[src/rtl/hist_readout.sv]
// Histogram readout: sweeps bins 0..COLOR_RANGE-1 from RAM and streams {bin, count} words
// through a 2-entry output FIFO. Define HIST_RDCLR_EN to clear each bin in RAM after it is read.
module hist_readout #(
  parameter int ADDRESS_WIDTH = 8,
  parameter int COLOR_RANGE   = 256,
  parameter int DATA_WIDTH    = 32
) (
  input  logic                     clk,
  input  logic                     arstn,
  input  logic                     start,
  output logic                     busy,
  output logic                     done,
  output logic [ADDRESS_WIDTH-1:0] raddr,
  output logic                     rreq,
  input  logic [DATA_WIDTH-1:0]    rdata,
  output logic [ADDRESS_WIDTH-1:0] out_bin,
  output logic [DATA_WIDTH-1:0]    out_cnt,
  output logic                     out_valid,
  input  logic                     out_ready
`ifdef HIST_RDCLR_EN
  ,
  output logic                     wreq,
  output logic [ADDRESS_WIDTH-1:0] waddr,
  output logic [DATA_WIDTH-1:0]    wdata
`endif
);

  // state | meaning
  // IDLE  | waiting for start
  // READ  | issuing reads 0..COLOR_RANGE-1 as FIFO room allows
  // DRAIN | all reads issued, emptying in-flight read and FIFO
  // FIN   | one-cycle done pulse
  typedef enum logic [1:0] {IDLE, READ, DRAIN, FIN} state_t;

  localparam logic [ADDRESS_WIDTH-1:0] LAST_BIN = ADDRESS_WIDTH'(COLOR_RANGE - 1);

  state_t r_state;
  state_t w_state_nxt;

  logic [ADDRESS_WIDTH-1:0] r_addr;
  logic                     r_fl;
  logic [ADDRESS_WIDTH-1:0] r_fl_bin;
  logic [ADDRESS_WIDTH-1:0] r_bin [2];
  logic [DATA_WIDTH-1:0]    r_cnt [2];
  logic                     r_wr_ptr;
  logic                     r_rd_ptr;
  logic [1:0]               r_occ;

  logic                     w_pop;
  logic [2:0]               w_level;

  assign w_pop     = (r_occ != 2'd0) && out_ready;
  // words that will be held (FIFO + in-flight) after this cycle's pop
  assign w_level   = {1'b0, r_occ} + {2'b0, r_fl} - {2'b0, w_pop};

  assign raddr     = r_addr;
  assign out_valid = (r_occ != 2'd0);
  assign out_bin   = r_bin[r_rd_ptr];
  assign out_cnt   = r_cnt[r_rd_ptr];

  always_ff @(posedge clk or negedge arstn) begin
    if (!arstn) r_state <= IDLE;
    else        r_state <= w_state_nxt;
  end

  always_comb begin
    w_state_nxt = r_state;
    busy        = 1'b0;
    done        = 1'b0;
    rreq        = 1'b0;
    case (r_state)
      IDLE: begin
        if (start) w_state_nxt = READ;
      end
      READ: begin
        busy = 1'b1;
        rreq = (w_level < 3'd2);
        if (rreq && (r_addr == LAST_BIN)) w_state_nxt = DRAIN;
      end
      DRAIN: begin
        busy = 1'b1;
        if (!r_fl && (w_level == 3'd0)) w_state_nxt = FIN;
      end
      FIN: begin
        done        = 1'b1;
        w_state_nxt = IDLE;
      end
      default: w_state_nxt = IDLE;
    endcase
  end

  always_ff @(posedge clk or negedge arstn) begin
    if (!arstn) begin
      r_addr   <= '0;
      r_fl     <= 1'b0;
      r_fl_bin <= '0;
      r_wr_ptr <= 1'b0;
      r_rd_ptr <= 1'b0;
      r_occ    <= 2'd0;
      for (int i = 0; i < 2; i++) begin
        r_bin[i] <= '0;
        r_cnt[i] <= '0;
      end
    end else begin
      r_fl <= rreq;
      if (rreq) begin
        r_fl_bin <= r_addr;
        // terminal compare instead of relying on wrap when COLOR_RANGE == 2^ADDRESS_WIDTH
        r_addr   <= (r_addr == LAST_BIN) ? '0 : r_addr + ADDRESS_WIDTH'(1);
      end
      if (r_fl) begin
        r_bin[r_wr_ptr] <= r_fl_bin;
        r_cnt[r_wr_ptr] <= rdata;
        r_wr_ptr        <= ~r_wr_ptr;
      end
      if (w_pop) r_rd_ptr <= ~r_rd_ptr;
      r_occ <= r_occ + {1'b0, r_fl} - {1'b0, w_pop};
    end
  end

`ifdef HIST_RDCLR_EN
  assign wreq  = r_fl;
  assign waddr = r_fl_bin;
  assign wdata = '0;
`endif

endmodule

[config.mk]
export PLATFORM = sky130hd
export DESIGN_NAME = hist_readout
export DESIGN_NICKNAME = d
export VERILOG_FILES = /design/src/rtl/hist_readout.sv
export SDC_FILE = /design/constraint.sdc
export NUM_CORES = 1
export LEC_CHECK = 0
export CAP_MARGIN = 20
export CORE_AREA = 8 8 107 109
export DETAILED_ROUTE_END_ITERATION = 6
export DIE_AREA = 0 0 115 117
export PLACE_DENSITY = 0.85
export SLEW_MARGIN = 20
export SYNTH_ARGS = -nofsm -noshare
export SYNTH_HDL_FRONTEND = slang
export SYNTH_SLANG_ARGS = --single-unit
[constraint.sdc]
create_clock -name clk -period 3.65 [get_ports clk]
set_input_delay 0.9125 -clock clk [delete_from_list [all_inputs] [get_ports clk]]
set_output_delay 0.9125 -clock clk [all_outputs]
set_load 0.01 [all_outputs]
==> run summary <==
# clock sinks: 103
fin crit period: 3.60 ns
final number of setup-violating endpoints: 0
critical path, cell by cell: clkdlybuf4s15_1 -> and2_4 -> ha_4 -> inv_2 -> ha_4 -> fa_1 -> nand2b_4 -> or2_4 -> inv_2 -> buf_6
HP Class: register to register
core area: 9910 um2
Synth Warn #: 0
clock buffer depth: 2
Crit Path Category: primary input to primary output
vias in the first global route: 3005
synthesized cell area: 4490 um2
number of port buffers: 87
post-layout util: 58.8%
CTS Hold Buffers Added: 0
top cell type by total area after synthesis: dfrtp_1
Syn Inst Count: 321
Die W: 115 um
Max Clock Freq: 278 MHz
startpoint types: primary input
Post-Syn Nets: 365
Synth area leaders: dfrtp_1 (57%), mux2_2 (30%), nand2_1 (2.6%)
DR iter-0 viols: 70
Slowest-stage cell, CP: fa_1
Post-DRT Antenna Nets: 0
Worst EP required: 2.74 ns
Final HPWL DP: 6230 um
global-route usage over all layers: 14.4%
Final Cell Area: 5830 um2
area grow syn2layout: 29.7%
final hold violation count: 0
slack of the critical path: 0.0523 ns
CTS clk-pin slew, worst paths: 0.08 ns
Tcrit/Tclk final: 98.6%
post-synth top area share: 57.4%
# diodes: 0
1st-pass router iterations: 4
CTS tree: yes
Via Count: 2778
Unique masters post-synth: 25
Routed wire per std cell: 16.6 um
CTS root buffer: clkbuf_8
synthesized flop and latch total: 103
vias per inst: 4.99
Initial Utilization: 45.3%
DIE AREA: 13500 um2
Setup WS pre-CTS: -0.671 ns
Seq/Total Area, Yosys: 57.4%
GR Util met2: 24.0%
Fillers: 810
Critical Path End Type: primary output
Worst Path Arrival: 2.69 ns
routed wire length: 9240 um
drt drc: 0
status: finished, final reports clean
Placement Rows: 37
hold_ws: 0.506 ns
Crit Path Max Fanout: 2
P per Cell Area: 927 nW/um2
GR Util met3: 4.05%
largest net degree at the start of global routing: 60
max-cap viol count: 0
Worst path max stage delay: 0.45 ns
total CTS buffers: 9
H-tree depth: 3
first-pass GRT wire length: 15100 um
area post-placement: 5560 um2
share of cells above drive strength 1: 37.5%
headroom to the max-slew limit: 29.6%
gp weighted congestion: 0.792
maximum VDD drop: 0.449 mV
Die Y: 117 um
Synth Area per Inst: 14.0 um2
met1 Track Usage GR: 17.4%
final net count: 460
Leak Pwr: 2.55 nW
final max-slew violation count: 0
io pins: 88
Least-Margin Pin Slew: 1.05 ns
GRT busiest layer: met2
clk_skew: 0.00833 ns
initial antenna violation count: 0
Worst-Skew Late Latency: 0.35 ns
GRT overflow: 0
==> critical path, delay by kind of cell <==
kind / cells / cell delay [ns]
adder cells (fa/ha/maj): 3 / 0.84
buffers and inverters: 4 / 0.38
AND/OR/NAND/NOR: 3 / 0.54
==> per-stage QoR <==
| stage | TNS, ns | std cells | total power [mW] |
|---|---|---|---|
| CTS | 0 | 555 | 5.43 |
| finish | 0 | 557 | 5.40 |
| global route | -0.0208 | 557 | 5.77 |
| floorplan | 0 | 321 | 3.41 |
| global placement | -0.640 | 538 | 4.49 |
| detailed placement | -0.763 | 538 | 4.59 |
==> what timing repair did <==
action,4_1_cts,5_1_grt
resized for setup,14,1
pin swaps,3,2
endpoints found under the setup margin,1,1
setup buffers,1,2
endpoints found under the hold margin,0,0
==> cells by family (layout without fill, tap and decap cells) <==
| family | count (synthesis) | in the layout | share of synthesized area, % |
|---|---|---|---|
| buffers and inverters | 25 | 125 | 2.23 |
| AND/OR/NAND/NOR | 50 | 50 | 5.01 |
| AO/OA/AOI/OAI | 4 | 4 | 0.669 |
| flip-flops | 103 | 103 | 57.4 |
| adder cells (fa/ha/maj) | 8 | 8 | 2.40 |
| XOR/XNOR | 9 | 9 | 1.75 |
| multiplexers | 122 | 122 | 30.6 |
==> synth_stat cells (all sizes together) <==
cell type and number:
nor4 2, o41ai 1, nand2 31, or2 1
ha 7, nor2 4, nor2b 1, nand3 3
or4 1, clkbuf 10, and2 2, mux2 121
inv 10, a21oi 1, nor4b 1, nand4 3
dfrtp 103, mux2i 1, fa 1, xnor2 7
o221ai 1, nand2b 1, xor2 2, o31ai 1
buf 5
==> cell type report <==
| cell class | count | area (um2) | area share (%) |
|---|---|---|---|
| flip-flops and latches | 103 | 2580 | 44.3 |
| clock inverters | 4 | 70.1 | 1.20 |
| well taps | 136 | 170 | 2.92 |
| inverters | 10 | 37.5 | 0.644 |
| clock buffers | 12 | 135 | 2.32 |
| multi-input cells | 193 | 1860 | 32.0 |
| repair buffers | 99 | 972 | 16.7 |
==> routing by layer <==
metal | vias up | routed length, um
met4 | 0 | 106
met5 | - | 0
met2 | 65 | 4520
met3 | 9 | 596
met1 | 1405 | 4010
li1 | 1299 | -
==> state kept, by name, summed over array words and instances (netlist names) <==
register / cells
raddr: 8
r_wr_ptr: 1
r_cnt: 64
r_occ: 2
r_bin: 16
r_state: 2
r_fl_bin: 8
r_fl: 1
r_rd_ptr: 1
==> worst paths after layout <==
path	start	endpoint	cells past startpoint	slack [ns]
min in group asynchronous	arstn	r_cnt[56]$_DFFE_PN0P_	1	0.54
max	out_ready	rreq	10	0.05
max reg2reg	r_occ[1]$_DFF_PN0_	r_state[1]$_DFFE_PN0P_	12	0.68
min	r_cnt[7]$_DFFE_PN0P_	r_cnt[7]$_DFFE_PN0P_	1	0.51
min reg2reg	r_cnt[7]$_DFFE_PN0P_	r_cnt[7]$_DFFE_PN0P_	1	0.51
max in group asynchronous	arstn	r_cnt[6]$_DFFE_PN0P_	2	2.40
==> report_power, final <==
| group | internal (mW) | leakage (nW) | switching (mW) |
|---|---|---|---|
| registers | 1.64 | 1.26 | 0.318 |
| clock network | 0.386 | 0.104 | 0.358 |
| logic | 1.64 | 1.19 | 1.06 |
==> cell usage in the layout (no fill, tap or decap), types with 4 or more instances in the layout <==
cell type / count
buf_4: 12
ha_1: 5
dfrtp_1: 102
mux2_2: 121
clkdlybuf4s50_1: 84
nand2_1: 30
inv_1: 8
nor2_1: 4
clkbuf_8: 9
xnor2_1: 7
Power figures use the tool's default switching activity.
